### config.mk
export PLATFORM = sky130hd
export DESIGN_NAME = load_store_unit
export DESIGN_NICKNAME = d
export VERILOG_FILES = /design/src/rtl/load_store_unit.sv
export SDC_FILE = /design/constraint.sdc
export NUM_CORES = 1
export LEC_CHECK = 0
export ABC_AREA = 1
export CAP_MARGIN = 10
export CELL_PAD_IN_SITES_DETAIL_PLACEMENT = 0
export CELL_PAD_IN_SITES_GLOBAL_PLACEMENT = 1
export CORE_ASPECT_RATIO = 1.4
export CORE_MARGIN = 1.5
export CORE_UTILIZATION = 33
export DETAILED_ROUTE_END_ITERATION = 12
export GPL_TIMING_DRIVEN = 0
export PLACE_DENSITY = 0.9
export SLEW_MARGIN = 15
export SYNTH_ARGS = -nofsm -noshare
export SYNTH_HDL_FRONTEND = slang
export SYNTH_SLANG_ARGS = --single-unit
### constraint.sdc
create_clock -name clk -period 3.7 [get_ports clk]
set_clock_uncertainty 0.15 [all_clocks]
set_input_delay 0.74 -clock clk [delete_from_list [all_inputs] [get_ports clk]]
set_output_delay 0.74 -clock clk [all_outputs]
set_load 0.02 [all_outputs]
### src/rtl/load_store_unit.sv
// RV32I load/store unit: validates funct3 and alignment, drives one memory access per
// request, and returns extended load data with a one-cycle response pulse.
module load_store_unit #(
  parameter int ADDR_WIDTH = 16,
  parameter int WORD_WIDTH = 32
) (
  input  logic                  clk,
  input  logic                  rst_n,
  input  logic                  req_valid,
  output logic                  req_ready,
  input  logic                  req_we,
  input  logic [2:0]            req_funct3,
  input  logic [ADDR_WIDTH-1:0] req_addr,
  input  logic [WORD_WIDTH-1:0] req_wdata,
  output logic                  resp_valid,
  output logic [WORD_WIDTH-1:0] resp_rdata,
  output logic                  resp_err,
  output logic                  mem_read,
  output logic                  mem_write,
  output logic [1:0]            mem_addr_unit,
  output logic [ADDR_WIDTH-1:0] mem_address,
  output logic [WORD_WIDTH-1:0] mem_data_in,
  input  logic [WORD_WIDTH-1:0] mem_data_out
);

  localparam logic [1:0] IDLE    = 2'd0;
  localparam logic [1:0] ISSUE   = 2'd1;
  localparam logic [1:0] CAPTURE = 2'd2;
  localparam logic [1:0] DONE    = 2'd3;

  localparam logic [1:0] UNIT_NOP = 2'b11;

  logic [1:0]            state;
  logic                  we_q;
  logic [2:0]            funct3_q;
  logic                  illegal;
  logic                  misaligned;
  logic [WORD_WIDTH-1:0] store_data;
  logic [WORD_WIDTH-1:0] load_ext;

  assign req_ready = (state == IDLE);

  // NOTE: every signal assigned in an always_comb gets a default first, so no path
  // through the block leaves it unassigned and no latch is inferred.
  always_comb begin
    illegal    = 1'b0;
    misaligned = 1'b0;
    store_data = '0;

    if (req_we) begin
      illegal = !(req_funct3 inside {3'b000, 3'b001, 3'b010});
    end else begin
      illegal = req_funct3 inside {3'b011, 3'b110, 3'b111};
    end

    // funct3[1:0] encodes the access size for every legal load and store.
    case (req_funct3[1:0])
      2'b01:   misaligned = req_addr[0];
      2'b10:   misaligned = (req_addr[1:0] != 2'b00);
      default: misaligned = 1'b0;
    endcase

    case (req_funct3[1:0])
      2'b00:   store_data[7:0]  = req_wdata[7:0];
      2'b01:   store_data[15:0] = req_wdata[15:0];
      default: store_data       = req_wdata;
    endcase
  end

  always_comb begin
    load_ext = mem_data_out;
    case (funct3_q)
      3'b000:  load_ext = {{(WORD_WIDTH-8){mem_data_out[7]}}, mem_data_out[7:0]};
      3'b100:  load_ext = {{(WORD_WIDTH-8){1'b0}}, mem_data_out[7:0]};
      3'b001:  load_ext = {{(WORD_WIDTH-16){mem_data_out[15]}}, mem_data_out[15:0]};
      3'b101:  load_ext = {{(WORD_WIDTH-16){1'b0}}, mem_data_out[15:0]};
      default: load_ext = mem_data_out;
    endcase
  end

  // NOTE: sequential state uses non-blocking assignments so every register samples
  // the pre-edge values, independent of statement order within the block.
  always_ff @(posedge clk or negedge rst_n) begin
    if (!rst_n) begin
      state         <= IDLE;
      we_q          <= 1'b0;
      funct3_q      <= 3'b000;
      resp_valid    <= 1'b0;
      resp_rdata    <= '0;
      resp_err      <= 1'b0;
      mem_read      <= 1'b0;
      mem_write     <= 1'b0;
      mem_addr_unit <= UNIT_NOP;
      mem_address   <= '0;
      mem_data_in   <= '0;
    end else begin
      resp_valid <= 1'b0;
      case (state)
        IDLE: begin
          if (req_valid) begin
            we_q     <= req_we;
            funct3_q <= req_funct3;
            if (illegal || misaligned) begin
              state      <= DONE;
              resp_valid <= 1'b1;
              resp_err   <= 1'b1;
              resp_rdata <= '0;
            end else begin
              state         <= ISSUE;
              mem_read      <= !req_we;
              mem_write     <= req_we;
              mem_addr_unit <= req_funct3[1:0];
              mem_address   <= req_addr;
              mem_data_in   <= store_data;
            end
          end
        end
        ISSUE: begin
          mem_read      <= 1'b0;
          mem_write     <= 1'b0;
          mem_addr_unit <= UNIT_NOP;
          if (we_q) begin
            state      <= DONE;
            resp_valid <= 1'b1;
            resp_err   <= 1'b0;
            resp_rdata <= '0;
          end else begin
            state <= CAPTURE;
          end
        end
        CAPTURE: begin
          state      <= DONE;
          resp_valid <= 1'b1;
          resp_err   <= 1'b0;
          resp_rdata <= load_ext;
        end
        default: state <= IDLE;
      endcase
    end
  end

endmodule
## Word-level counts from Yosys, hierarchy flattened

Cells that the tools add are included.

| storage, ports and cells | value |
|---|---|
| register bits | 92 |
| output and inout port bits | 87 |
| word-level logic and storage cells | 75 |

| cells by class | value |
|---|---|
| equal/unequal tests | 16 |
| multiplexer cells | 30 |
| bitwise logic cells | 1 |
| reduce and logical (&&, ||, !) cells | 17 |

Operators with widths:

| kind | count |
|---|---|
| $pmux 32 s4 | 1 |
| $mux 32 | 3 |
| $pmux 32 s3 | 1 |
| $mux 16 | 1 |
| $eq 3x3->1 const B | 4 |
| $mux 1 | 12 |
| $reduce_bool 3->1 | 3 |
| $mux 2 | 4 |
| $mux 8 | 1 |
| $eq 3x1->1 const B | 2 |
| $eq 3x2->1 const B | 2 |
| $logic_not 3->1 | 2 |
| $ne 2x2->1 const B | 3 |
| $pmux 1 s2 | 3 |
| $pmux 1 s3 | 2 |
| $pmux 2 s3 | 1 |
| $reduce_and 3->1 | 2 |
| $eq 2x1->1 const B | 2 |
| $eq 2x2->1 const B | 2 |
| $logic_not 2->1 | 2 |
| $pmux 2 s2 | 1 |
| $reduce_and 4->1 | 1 |
| $reduce_bool 2->1 | 2 |
| $logic_not 1->1 | 2 |
| 5 further kinds | 5 |

## Longest topological paths before layout

| logic depth | value |
|---|---|
| depth in word-level cells | 8 |
| mapped depth | 10 |
| gate-level depth less buffers | 10 |

## Worst setup path after synthesis

OpenSTA, ideal clock, no wires.

| timing path | value |
|---|---|
| path type | input -> register |
| start point | input req_funct3[0] |
| end point | register mem_data_in[25] |
| library setup time | 0.133 ns |
| data arrival time | 1.780 ns |
| required time | 3.417 ns |
| path slack | 1.637 ns |
| stages | 10 |
| path buffers | 2 |
| cell sequence | inv_1 > ha_1 > inv_1 > nand2_1 > nand3_1 > nand4_2 > buf_6 > buf_6 > nand2_1 > o21ai_0 |

| between the ends | value |
|---|---|
| cells in the longest elaborated chain, start to end | 7 |

RTL lines:

| what | line | source |
|---|---|---|
| start, declared | 12 | `input logic [2:0] req_funct3,` |
| $eq 3x1->1, or another cell as far along | 51 | `illegal = !(req_funct3 inside {3'b000, 3'b001, 3'b010});` |
| $reduce_bool 3->1 | 51 |  |
| $logic_not 1->1 | 51 |  |
| $mux 1 | 50 | `if (req_we) begin` |
| $logic_or 1x1->1 | 103 | `if (illegal \|\| misaligned) begin` |
| $not 1->1 (no line) | -- |  |
| $reduce_and 3->1 (no line) | -- |  |
| end signal, assigned | 114 | `mem_data_in <= store_data;` |
| end, declared | 22 | `output logic [WORD_WIDTH-1:0] mem_data_in,` |

Several ways; a longest one is shown, not always the timed one.
A chain may end at the register's enable or synchronous reset.

## Worst setup path in the final report

| timing path | value |
|---|---|
| start point | register state[0] |
| end point | output req_ready |

| between the ends | value |
|---|---|
| cells in the longest elaborated chain, start to end | 1 |

RTL lines:

| what | line | source |
|---|---|---|
| start, declared | 33 | `logic [1:0] state;` |
| start signal, assigned | 85 | `state <= IDLE;` |
| start signal, assigned | 104 | `state <= DONE;` |
| start signal, assigned | 109 | `state <= ISSUE;` |
| $logic_not 2->1 | 41 | `assign req_ready = (state == IDLE);` |
| end, declared | 10 | `output logic req_ready,` |

Every way passes these cells.

==> results.md <==
- DIE WIDTH: 98.3 µm
- Pre-CTS WS: 0.721 ns
- Final WL: 11.7 mm
- Post-cts sizing count: 0
- Critical path origin: state[0]$_DFFE_PN0N_
- Syn_area_per_cell: 8.35 µm²
- Share of cells above drive strength 1: 7.36%
- Global-route wire length before repair: 19.1 mm
- Final hold vios: 0
- FF+latch count, synth: 92
- First-pass detailed-route iteration total: 4
- Die area: 13400 µm²
- Die height: 136 µm
- Final net count: 783
- Worst hold slack: 0.220 ns
- Ranking of synthesized cells by area: dfrtp_1, nand2_1, nand3_1
- CP required: 2.81 ns
- Crit Path Category: register to output port
- Residual DRC: 0
- Worst Slack Setup Final: 0.937 ns
- Async set-reset flop share out of synthesis: 100%
- CTS sink count: 92
- Int Pwr: 3.30 mW
- Top cells by count, synth: nand2_1, dfrtp_1, nand3_1
- Layout Area Growth over Synthesis: 53.7%
- Fin. max-slew vios: 0
- Worst vdd ir: 0.352 mV
- # Max-Cap Violations: 0
- Crit path DAT: 1.87 ns
- Worst r2r src: state[0]$_DFFE_PN0N_
- Reg-to-reg critical path endpoint: mem_data_in[12]$_DFFE_PN0P_
- Top-count cell post-synth: nand2_1
- Min cycle time layout: 2.76 ns
- Run status: finished clean
- Worst R2R Path Depth: 8
- Post-synthesis mux area share: 0%
- Worst slew pin tran: 0.519 ns
- 1st-iter DRT viols: 124
- CTS Buf Count: 9
- Synth top area share: 53.7%
- All-Layer GR Usage: 17.7%
- Final Wtd Congestion: 0.775
- Setup violators final: 0
- Unique cell type count in the Yosys netlist: 25
- I/O Buffers: 173
- Yosys top cell by area: dfrtp_1
- Warnings, synthesis: 0
- Sw frac: 41.0%
- Largest family of logic cells by synthesized area: simple AND/OR/NAND/NOR gates
- CTS root buf: clkbuf_16
- Hold Crit Class: input port to asynchronous set/reset pin
- Largest net degree at the start of global routing: 59
- Worst-path clk slew: 0.06 ns
- Post-synth top flop: dfrtp_1
- Wire per inst: 13.9 µm
- Core Box Area: 12400 µm²
- Initial antenna violation count: 0
- Overall power: 5.60 mW
- Clock Path Buffers: 2
- Pleak: 3.15 nW
- Max Freq: 362 MHz
- Power density cells: 868 nW/µm²
- Postcts setup bufs: 0
- Period utilization: 74.7%
- Antenna viol nets, final: 0
- Seq/Total Area, Yosys: 54.9%
- Post-Synth Simple-Gate Area: 32.0%
- Post-synthesis xor/xnor area fraction: 0%
- ANT cells: 0
- Worst Setup End Kind: output port
- CP max FO: 5
- CTS tree: yes
- GR Overflow Total: 0
- Adder-Cell Fraction of Synth Area: 2.38%
- Row count: 48
- DPL Wire Length: 8.94 mm
- Compound-Gate Fraction of Synth Area: 4.83%
- Reg2reg setup slack: 1.70 ns
- H-tree depth: 3
- Switching pwr: 2.30 mW
- Seq pwr share: 31.1%
- Via/cell ratio: 4.63
- Vias in the first global route: 3967
- CP startpoint kind: register
- Combinational power share: 52.0%
- Power share of the clock group: 16.9%
- IO Pins: 174
- Post-synth EDFFs: 0
- Starting Density: 33.9%
- Hold buffer count at CTS: 0
- Via count: 3899
- Cell area after synthesis: 4200 µm²
- Slew headroom: 65.4%
- Syn nets: 598
- Syn Inst Count: 503
- Worst skew pair latency: 0.34 ns
- RSZ-0062 raised after global routing: no
==> kinds of logic after synthesis <==
family	after synthesis
DFF	92
buffers and inverters	44
and+or+nand+nor	320
AOI/OAI and AO/OA	39
adders and majority gates	8
==> sequential cells by signal, indices dropped and copies added (netlist names) <==
| name | flops |
|---|---|
| we_q | 1 |
| resp_rdata | 32 |
| state | 2 |
| resp_err | 1 |
| resp_valid | 1 |
| funct3_q | 3 |
| mem_address | 16 |
| mem_data_in | 32 |
| mem_addr_unit | 2 |
| mem_read | 1 |
| mem_write | 1 |
==> critical path, stage by stage, from the launching register on <==
cell             delay [ns]
dfrtp_1                0.40
inv_1                  0.11
ha_1                   0.33
clkdlybuf4s50_1        0.71
==> power groups by stage <==
stage | registers [mW] | logic [mW] | clock network [mW]
floorplan | 2.26 | 1.08 | 0
global placement | 1.74 | 2.89 | 0
detailed placement | 1.75 | 2.95 | 0
CTS | 1.75 | 2.96 | 0.972
global route | 1.80 | 3.19 | 1.01
finish | 1.74 | 2.91 | 0.944
==> worst max-delay path by stage <==
stage	end	slack (ns)	cells after the start
final	req_ready	0.94	3
after global routing	req_ready	0.84	3
after CTS	req_ready	0.91	3
after detailed placement	mem_data_in[20]$_DFFE_PN0P_	0.72	7
after global placement	mem_data_in[1]$_DFFE_PN0P_	-1.65	1
after floorplan	mem_data_in[25]$_DFFE_PN0P_	1.64	10
==> layer usage <==
| layer | share of wire, % | vias up | GRT usage (%) | routed length [µm] |
|---|---|---|---|---|
| li1 | - | 1949 | - | - |
| met1 | 41 | 1807 | 20.9 | 4810 |
| met2 | 51 | 125 | 30.9 | 5930 |
| met3 | 6.5 | 18 | 4.73 | 759 |
| met4 | 1.9 | 0 | 6.34 | 223 |
| met5 | 0 | - | 0 | 0 |
==> through the flow <==
| stage | std cells | util, % | TNS (ns) | area [µm²] |
|---|---|---|---|---|
| after global placement | 826 | 49.4 | -148.90 | 6120 |
| after floorplan | 503 | - | 0 | 4200 |
| after detailed placement | 827 | 49.6 | 0 | 6140 |
| final | 843 | 52.1 | 0 | 6450 |
| after global routing | 843 | 52.1 | 0 | 6450 |
| after CTS | 843 | 52.1 | 0 | 6450 |
==> layout by cell type, fill, tap and decap left out, types with 3 or more instances in the layout <==
master,count
buf_4,3
nand3_1,38
inv_1,17
nand3b_1,8
nor2_1,35
ha_1,8
buf_2,6
o21ai_0,21
a21oi_1,10
clkbuf_16,9
nand2_1,228
o21ai_1,6
dfrtp_1,90
buf_6,9
clkdlybuf4s50_1,172
clkbuf_1,6
==> layout make-up <==
cell class	instances	area, µm²
clock buffers	10	239
well taps	150	188
flip-flops and latches	92	2300
multi-input cells	367	1650
inverters	21	78.8
clock inverters	6	68.8
plain buffers	23	169
fillers	1194	5920
repair buffers	174	1760
Note: power is estimated with default switching activity, not from simulation.
==> patch 1: new RTL, same flow settings <==
`ADDR_WIDTH`: 16 -> 15.
--- a/src/rtl/load_store_unit.sv
+++ b/src/rtl/load_store_unit.sv
@@ -1,7 +1,7 @@
 // RV32I load/store unit: validates funct3 and alignment, drives one memory access per
 // request, and returns extended load data with a one-cycle response pulse.
 module load_store_unit #(
-  parameter int ADDR_WIDTH = 16,
+  parameter int ADDR_WIDTH = 15,
   parameter int WORD_WIDTH = 32
 ) (
   input  logic                  clk,
Ports: changed (resized mem_address and req_addr); port bits go from 174 to 172. The function was not compared with the original's and may differ.
==> patch 1 against the unedited design <==
- cell area shrank 0.58%
- setup slack gained 21 ps
- power grew 0.18%
- sequential cell count shrank 1
- wire length shrank 0.61%
- highest routed layer unchanged
- synthesized area shrank 0.51%
- critical endpoint unchanged
==> patch 1: results (changes against the unedited design) <==
result of the run=completed (unchanged); wire length on met1=4.725 mm (was 4.805 mm); weighted congestion at the end of routability-driven global placement=0.8136 (was 0.7746); met2 wire length=5.955 mm (was 5.925 mm); Avg Cell Area, Syn=8.370 um2 (was 8.345 um2); share of final-layout standard cells stronger than drive strength 1=8.006% (was 7.359%); Worst path max stage delay=690 ps (was 710 ps); maximum vdd drop=0.0003832 V (was 0.0003525 V); Layout Nets=776 (was 783); number of cells on the worst reg-to-reg path=9 (was 8); top cells by instance count after synthesis=nand2_1, dfrtp_1, nand3_1 (unchanged); wire length of the first global-routing pass=19.22 mm (was 19.09 mm); total via count in the routed design=3880 (was 3899); sequential share of the synthesized area=54.58% (was 54.90%); final routed wirelength across all metal layers=11.64 mm (was 11.71 mm); Post-DP HPWL=9.030 mm (was 8.944 mm); setup slack at placement=719.2 ps (was 720.6 ps); Filler Cell Count=1167 (was 1194); end of the worst register-to-register path=mem_data_in[23] (was mem_data_in[12]); library cells used by synthesis=27 (was 25); fmax=364.7 MHz (was 361.9 MHz); biggest regs=mem_data_in x32, resp_rdata x32, mem_address x15 (was mem_data_in x32, resp_rdata x32, mem_address x16); wire length per cell after detailed routing=13.91 um (was 13.89 um); met3 WL post-DR=842 um (was 759 um); DRC violation total after the first TritonRoute iteration=109 (was 124); worst hold slack=310.8 ps (was 219.7 ps); internal reg-to-reg setup slack=1670 ps (was 1700 ps); Placed Instance Area=6093 um2 (was 6142 um2); pin slew with the least headroom to its limit=701.5 ps (was 519.2 ps); total nets after synthesis=593 (was 598); Leak Pwr=3.130 nW (was 3.150 nW); pin count of the biggest net entering global routing=55 (was 59); post-route cell area=6412 um2 (was 6450 um2); most area-consuming cells after synthesis=dfrtp_1, nand2_1, nand3_1 (unchanged); number of input and output port buffers inserted=171 (was 173)
-- patch 1: per-layer routing --
layer	track usage, %	vias to the layer above
met3	6.221	9
met5	0	-
met4	4.286	0
met1	20.64	1806
li1	-	1927
met2	31.69	138
-- patch 1: power by group through the flow --
stage          Clock (mW)  Combinational [mW]  Sequential [mW]
4_1_cts              1.01                2.93             1.74
2_1_floorplan           0                1.09             2.24
5_1_grt              1.06                3.15             1.80
3_5_place_dp            0                2.92             1.75
6_report            0.979                2.89             1.74
3_3_place_gp            0                2.86             1.73
-- patch 1: final cells by class --
cell class | instances | share of cell area (%)
flip-flops and latches | 91 | 35.55
clock inverters | 6 | 1.405
plain buffers | 23 | 2.829
well taps | 150 | 2.927
repair buffers | 172 | 26.97
clock buffers | 10 | 3.571
inverters | 21 | 1.249
multi-input cells | 364 | 25.50
-- patch 1: cells by family after synthesis --
family,share of synthesized area [%]
buffers and inverters,6.261
flip-flops,54.58
AND/OR/NAND/NOR,31.82
adder cells (fa/ha/maj),2.397
AO/OA/AOI/OAI,4.943
==> patch 2: new RTL, same flow settings <==
Made on the original files. Register the output `resp_err` once more, without a reset; this adds one clock of latency there. The other outputs are not delayed to match.
--- a/src/rtl/load_store_unit.sv
+++ b/src/rtl/load_store_unit.sv
@@ -29,6 +29,8 @@
   localparam logic [1:0] DONE    = 2'd3;
 
   localparam logic [1:0] UNIT_NOP = 2'b11;
+
+  logic resp_err_s0;
 
   logic [1:0]            state;
   logic                  we_q;
@@ -87,7 +89,7 @@
       funct3_q      <= 3'b000;
       resp_valid    <= 1'b0;
       resp_rdata    <= '0;
-      resp_err      <= 1'b0;
+      resp_err_s0   <= 1'b0;
       mem_read      <= 1'b0;
       mem_write     <= 1'b0;
       mem_addr_unit <= UNIT_NOP;
@@ -103,7 +105,7 @@
             if (illegal || misaligned) begin
               state      <= DONE;
               resp_valid <= 1'b1;
-              resp_err   <= 1'b1;
+              resp_err_s0 <= 1'b1;
               resp_rdata <= '0;
             end else begin
               state         <= ISSUE;
@@ -122,7 +124,7 @@
           if (we_q) begin
             state      <= DONE;
             resp_valid <= 1'b1;
-            resp_err   <= 1'b0;
+            resp_err_s0 <= 1'b0;
             resp_rdata <= '0;
           end else begin
             state <= CAPTURE;
@@ -131,7 +133,7 @@
         CAPTURE: begin
           state      <= DONE;
           resp_valid <= 1'b1;
-          resp_err   <= 1'b0;
+          resp_err_s0 <= 1'b0;
           resp_rdata <= load_ext;
         end
         default: state <= IDLE;
@@ -139,4 +141,8 @@
     end
   end
 
+  always_ff @(posedge clk) begin
+    resp_err <= resp_err_s0;
+  end
+
 endmodule
Behaviour: not the same (a bounded check fails within 4 cycles, from zero or initial values and one cycle with rst_n low).
==> patch 2 against the unedited design <==
- critical path depth stayed put
- sequential cell count is 1 higher
- wire length is 0.15% higher
- cell area is 0.14% higher
- core utilization is 0.071 points higher
- setup slack worse by 1.9 ps
- synthesized area is 0.48% higher
- global-route usage is 0.085 points higher
- maximum frequency hardly changed
- first-iteration DRC count is 35% lower
- power is 0.16% higher
- clock power is 2% lower
- hold slack worse by 18 ps
- largest cell class unchanged
==> patch 2: results (changes against the unedited design) <==
fraction of the mapped netlist area in compound gates=4.806% (was 4.829%); Avg Cell Area, Syn=8.369 um2 (was 8.345 um2); Layout Nets=784 (was 783); met3 WL post-DR=962 um (was 759 um); DRC violation total after the first TritonRoute iteration=81 (was 124); Leak Pwr=3.159 nW (was 3.150 nW); result of the run=completed (unchanged); Placed Instance Area=6162 um2 (was 6142 um2); wire length on met1=4.806 mm (was 4.805 mm); switching component of the power=2.308 mW (was 2.295 mW); Post-DP HPWL=9.025 mm (was 8.944 mm); met2 wire length=5.858 mm (was 5.925 mm); share of flip-flops with an asynchronous set or reset after synthesis=98.92% (was 100.0%); Cells after DPL=828 (was 827); maximum vdd drop=0.0003973 V (was 0.0003525 V); Cell Count, Final, Fillers Out=844 (was 843); top cells by instance count after synthesis=nand2_1, dfrtp_1, nand3_1 (unchanged); most area-consuming cells after synthesis=dfrtp_1, nand2_1, nand3_1 (unchanged); biggest regs=mem_data_in x32, resp_rdata x32, mem_address x16 (unchanged); Vias/cell=4.627 (was 4.625); final routed wirelength across all metal layers=11.73 mm (was 11.71 mm); total nets after synthesis=599 (was 598); pin count of the biggest net entering global routing=61 (was 59); sequential share of the synthesized area=55.12% (was 54.90%); Final Hold Viols=0 (unchanged); number of global-route vias before repair=3928 (was 3967); library cells used by synthesis=26 (was 25); share of final-layout standard cells stronger than drive strength 1=7.349% (was 7.359%); weighted congestion at the end of routability-driven global placement=0.7692 (was 0.7746); wire length of the first global-routing pass=19.15 mm (was 19.09 mm); max_slew headroom=68.02% (was 65.39%); GR Util All Layers=17.79% (was 17.71%)
## patch 2: cell types whose count changed after synthesis, sizes merged
cell   before  now
dfxtp       0    1
## patch 2: path summary, 6_finish.rpt
check / cells after the start / to / slack, ps / from
min in group clk: 0 / resp_err / 240 / resp_err_s0
max in group asynchronous: 2 / mem_addr_unit[0] / 2500 / rst_n
min: 1 / resp_rdata[24] / 200 / rst_n
max: 3 / req_ready / 940 / state[0]
max reg2reg: 9 / resp_rdata[19] / 1710 / state[0]
min reg2reg: 0 / resp_err / 240 / resp_err_s0
## patch 2: through the flow
| step | worst slack [ps] | utilization [%] |
|---|---|---|
| final | 935.2 | 52.20 |
| after floorplan | 1637 | - |
| after global routing | 850.9 | 52.20 |
| after CTS | 928.9 | 52.20 |
| after detailed placement | 732.8 | 49.81 |
| after global placement | -1699 | 49.61 |
## patch 2: layout make-up
cell class / instances / area, um2
inverters: 21 / 78.83
multi-input cells: 367 / 1645
well taps: 150 / 187.7
plain buffers: 23 / 168.9
clock inverters: 7 / 71.32
fillers: 1186 / 5913
clock buffers: 9 / 225.2
flip-flops and latches: 93 / 2325
repair buffers: 174 / 1757
## patch 2: worst max-delay path: stages (launching register included)
cell and delay, ps:
dfrtp_1 400, inv_1 120, ha_1 330, clkdlybuf4s50_1 690
## patch 2: power groups by stage
stage                     sequential [mW]  clock [mW]  combinational, mW
after floorplan                      2.28           0               1.08
after global placement               1.77           0               2.90
after detailed placement             1.78           0               2.95
after CTS                            1.77       0.949               2.96
after global routing                 1.83       0.991               3.18
final                                1.77       0.924               2.91
## patch 2: metal layers
| layer | global-route usage [%] | vias to the layer above |
|---|---|---|
| li1 | - | 1952 |
| met4 | 5.321 | 0 |
| met1 | 20.77 | 1815 |
| met2 | 31.09 | 132 |
| met5 | 0 | - |
| met3 | 5.822 | 6 |
